===== config.mk =====
export PLATFORM = sky130hd
export DESIGN_NAME = uart_rx
export DESIGN_NICKNAME = d
export VERILOG_FILES = /design/src/rtl/uart_rx.sv
export SDC_FILE = /design/constraint.sdc
export NUM_CORES = 1
export LEC_CHECK = 0
export BUFFER_PORTS_ARGS = -buffer_cell sky130_fd_sc_hd__buf_2
export CELL_PAD_IN_SITES_DETAIL_PLACEMENT = 0
export CELL_PAD_IN_SITES_GLOBAL_PLACEMENT = 2
export CORE_UTILIZATION = 30
export DETAILED_ROUTE_END_ITERATION = 10
export PLACE_DENSITY_LB_ADDON = 0.1
export SETUP_SLACK_MARGIN = 0.5
export SLEW_MARGIN = 10
export SYNTH_ARGS = -nofsm -noshare
export SYNTH_HDL_FRONTEND = slang
export SYNTH_SLANG_ARGS = --single-unit
export TNS_END_PERCENT = 30

===== constraint.sdc =====
create_clock -name clk -period 4.2 [get_ports clk]
set_input_delay 0.84 -clock clk [delete_from_list [all_inputs] [get_ports clk]]
set_output_delay 0.84 -clock clk [all_outputs]
set_load 0.05 [all_outputs]

===== src/rtl/uart_rx.sv =====
// uart_rx: 8N1 receiver with sticky rdy; stop-bit framing check when UART_RX_FRM_ERR_EN is defined
module uart_rx #(
    parameter int BAUD_DIV = 2604
) (
    input  logic       clk,
    input  logic       rst,
    input  logic       RX,
    input  logic       clr_rdy,
    output logic [7:0] rx_data,
    output logic       rdy,
    output logic       frm_err
);
    localparam int CW = $clog2(BAUD_DIV);
    typedef enum logic {IDLE, RECEIVE} state_t;
    state_t        state;
    logic [CW-1:0] baud;
    logic [3:0]    bits;
    logic [8:0]    shift, shift_n;
    logic          s1, s2, s3, start, strobe, done;
    assign start   = state == IDLE && s3 && !s2;
    assign strobe  = state == RECEIVE && baud == '0;
    assign done    = strobe && bits == 4'd9;
    assign shift_n = {s2, shift[8:1]};
`ifndef UART_RX_FRM_ERR_EN
    assign frm_err = 1'b0;
`endif
    always_ff @(posedge clk or posedge rst) begin
        if (rst) begin
            {s3, s2, s1} <= 3'b111;
            state        <= IDLE;
            baud         <= '0;
            bits         <= '0;
            shift        <= 9'h1FF;
            rx_data      <= '0;
            rdy          <= 1'b0;
`ifdef UART_RX_FRM_ERR_EN
            frm_err      <= 1'b0;
`endif
        end else begin
            {s3, s2, s1} <= {s2, s1, RX};
            if (done) begin
                rdy     <= 1'b1;
                rx_data <= shift_n[7:0];
            end else if (clr_rdy || start)
                rdy <= 1'b0;
`ifdef UART_RX_FRM_ERR_EN
            if (done)
                frm_err <= ~s2;
            else if (clr_rdy || start)
                frm_err <= 1'b0;
`endif
            if (state == IDLE) begin
                if (start) begin
                    state <= RECEIVE;
                    baud  <= CW'(BAUD_DIV / 2);
                    bits  <= '0;
                end
            end else if (!strobe)
                baud <= baud - 1'b1;
            else begin
                baud <= CW'(BAUD_DIV - 1);
                bits <= bits + 4'd1;
                if (bits != 4'd0)
                    shift <= shift_n;
                // a high start-bit centre is a glitch, not a frame
                if ((bits == 4'd0 && s2) || bits == 4'd9)
                    state <= IDLE;
            end
        end
    end
endmodule


==> impl_metrics.yaml <==
global_route:
  grt_max_degree: 24
  grt_pass1_vias: 1214
  grt_antenna_before_repair: 0
  grt_usage_pct: 13.7
  grt-ovfl-total: 0
  grt_pass1_wl_um: 6510
synth:
  netlist_area_sq_um: 1860
  synth_top_area_cell: "dfrtp_1"
  synthArstFlopShare_pct: 100
  synthesis.nets: 169
  syn_area_per_cell_sq_um: 11.6
  synth-seq-cells: 37
  yosysMostFrequentCell: "dfrtp_1"
  synth_top_area_share_pct: 35.0
  ys_top_cells_by_area: "dfrtp_1 (35%), dfstp_2 (16%), mux2_4 (6.5%)"
  synth_edf_count: 0
  synth_seq_area_share_pct: 50.6
  ys.flop_type: "dfrtp_1"
  synthTopCellsByCount: "dfrtp_1 (26), nand2_1 (13), dfstp_2 (11)"
  synth_cell_types: 43
  syn_inst: 160
  yosysWarnings: 0
timing:
  tightest_slew_ns: 0.852
  rsz0062_at_grt: "false"
  setup_viol: 0
  slew_viol_final: 0
  hold_violations: 0
  min_period_ns: 2.51
  maxSlewHeadroom_pct: 43.2
  final.setup.tns_ns: 0
  setup_slack_ns: 1.69
  fmax_ghz: 0.398
  worst_hold_slack_ns: 0.361
  fin_skew_ns: 0.00877
  finalCritPeriodShare_pct: 59.9
setup_path:
  worst-path-buf-inv: 1
  worst-r2r-setup-slack_ns: 1.69
  crit_chain: "inv_1 > ha_1 > nand3_1 > nor4_4 > mux2_4"
  path_depth: 5
  crit_type: "reg2reg"
  endpoint: "rx_data[5]"
  critPathTopFamily: "simple AND/OR/NAND/NOR gates"
  crit_fanout: 13
  crit_start: "baud[0]"
  r2r.worst_path.cells: 5
  r2r-start: "baud[0]"
  cp.required_ns: 4.38
  arrival_ns: 2.69
  timing.rr.end: "rx_data[5]"
  crit_path_start_kind: "flip-flop"
  crit_path_top_delay_cell: "nor4_4"
  max_stage_delay_ns: 0.90
  critPathCaptureType: "flip-flop"
cts:
  clock_latency_ns: 0.29
  htreeDepth: 2
  cts_tree: "built"
  cts_resized: 0
  post_cts_buffers: 0
  clockBufferDepth: 2
  cts_sinks: 37
  clock-root-buffer: "clkbuf_8"
  clk_pin_slew_worst_paths_ns: 0.08
  hold_buffers: 0
  cts_made_buffers: 5
outcome:
  status: "finished clean"
drt:
  wl_per_cell_um: 15.3
  drt-initial-drc-count: 80
  drc_errors: 0
  ant_nets: 0
  dr.pass1.iters: 4
  num_vias: 1247
  wirelength_um: 3850
  viasPerCell: 4.95
power:
  total_power_mw: 1.06
  swShare_pct: 34.0
  pwr-share-seq_pct: 47.2
  max-vdd-ir-drop_mv: 0.260
  clock_power_share_pct: 29.7
  power_frac_comb_pct: 23.1
  p_sw_mw: 0.360
  power_leakage_nw: 0.925
  p_per_area_nw_per_um2: 500
  p_int_mw: 0.699
run:
  cap_violations: 0
layout:
  areaGrowthSynthToFinish_pct: 14.1
  stdcell_area_sq_um: 2120
  diodes: 0
  fin_nets: 185
  drive_gt1_share_pct: 31.6
placement:
  io_buffers: 12
  placed_area_sq_um: 2000
  gp_congestion: 0.694
  pre_cts_slack_ns: 1.67
  dp_hpwl_um: 2710
die:
  die_height_um: 80.7
  initial_utilization_pct: 31.2
  dieArea_sq_um: 6510
  core_area_sq_um: 5960
  fp-row-count: 28
  fp.dieW_um: 80.7
  ioPinCount: 14
worst_hold_path:
  worstHoldStart: "s1"
  min_path_type: "reg2reg"
  holdPathStages: 0
## metal layers
layer / part of all wire (%) / routed length, um / vias to the layer above / track usage, %
met5: 0 / 0 / - / 0
met4: 1.3 / 49 / 0 / 4.29
met3: 3.6 / 138 / 6 / 3.41
met2: 44 / 1700 / 19 / 19.4
met1: 51 / 1960 / 605 / 20.1
li1: - / - / 617 / -
## sequential cells by signal (all words and copies together), names as in the netlist
register and count:
s2 1, state 1, baud 12, bits 4, rdy 1, s3 1
s1 1, shift 8, rx_data 8
## layout by cell type, fill, tap and decap left out, types with 2 or more instances in the layout
cell	n
dfrtp_1	26
nand2_1	13
buf_2	12
dfstp_2	11
nor2_1	10
inv_1	10
mux2_2	8
mux2_4	8
o21ai_0	6
nand3_1	5
or4_1	5
a21oi_1	5
ha_1	5
clkbuf_8	5
o31ai_1	4
a211o_1	4
or3_1	3
nor3_1	3
nor3_4	2
nand2b_1	2
and3_1	2
a31o_1	2
o21a_1	2
buf_4	2
## how the worst min path moves through the flow
stage | end | slack, ns
CTS | s2 | 0.36
global route | s2 | 0.36
global placement | s2 | 0.35
finish | s2 | 0.36
floorplan | s2 | 0.35
detailed placement | s2 | 0.35
## metrics by stage
| step | std cells | util [%] |
|---|---|---|
| after floorplan | 160 | - |
| after global placement | 244 | 33.6 |
| after detailed placement | 244 | 33.6 |
| after CTS | 252 | 35.6 |
| after global routing | 252 | 35.6 |
| final | 252 | 35.6 |
## cell families (layout without fill, tap and decap cells)
family	Yosys count	count (layout)	share of synthesized area (%)
fa+ha+maj	5	5	3.37
flops	37	37	50.6
buf+inv	15	32	3.23
simple gates	52	52	17.4
mux	17	17	11.9
other cells	1	1	0.202
compound gates	33	33	13.3
## power by group through the flow
| stage | Clock [mW] | Combinational, mW | Sequential (mW) |
|---|---|---|---|
| after CTS | 0.328 | 0.248 | 0.497 |
| after detailed placement | 0 | 0.248 | 0.503 |
| after floorplan | 0 | 0.212 | 0.476 |
| after global routing | 0.343 | 0.280 | 0.511 |
| after global placement | 0 | 0.241 | 0.501 |
| final | 0.314 | 0.245 | 0.499 |
## area by class of cell
cell class	count	area, sq um
fillers	608	3840
flip-flops and latches	37	940
multi-input cells	108	857
well taps	75	93.8
repair buffers	14	75.1
clock buffers	5	68.8
clock inverters	3	46.3
inverters	10	37.5
Note: power is estimated with default switching activity, not from simulation.
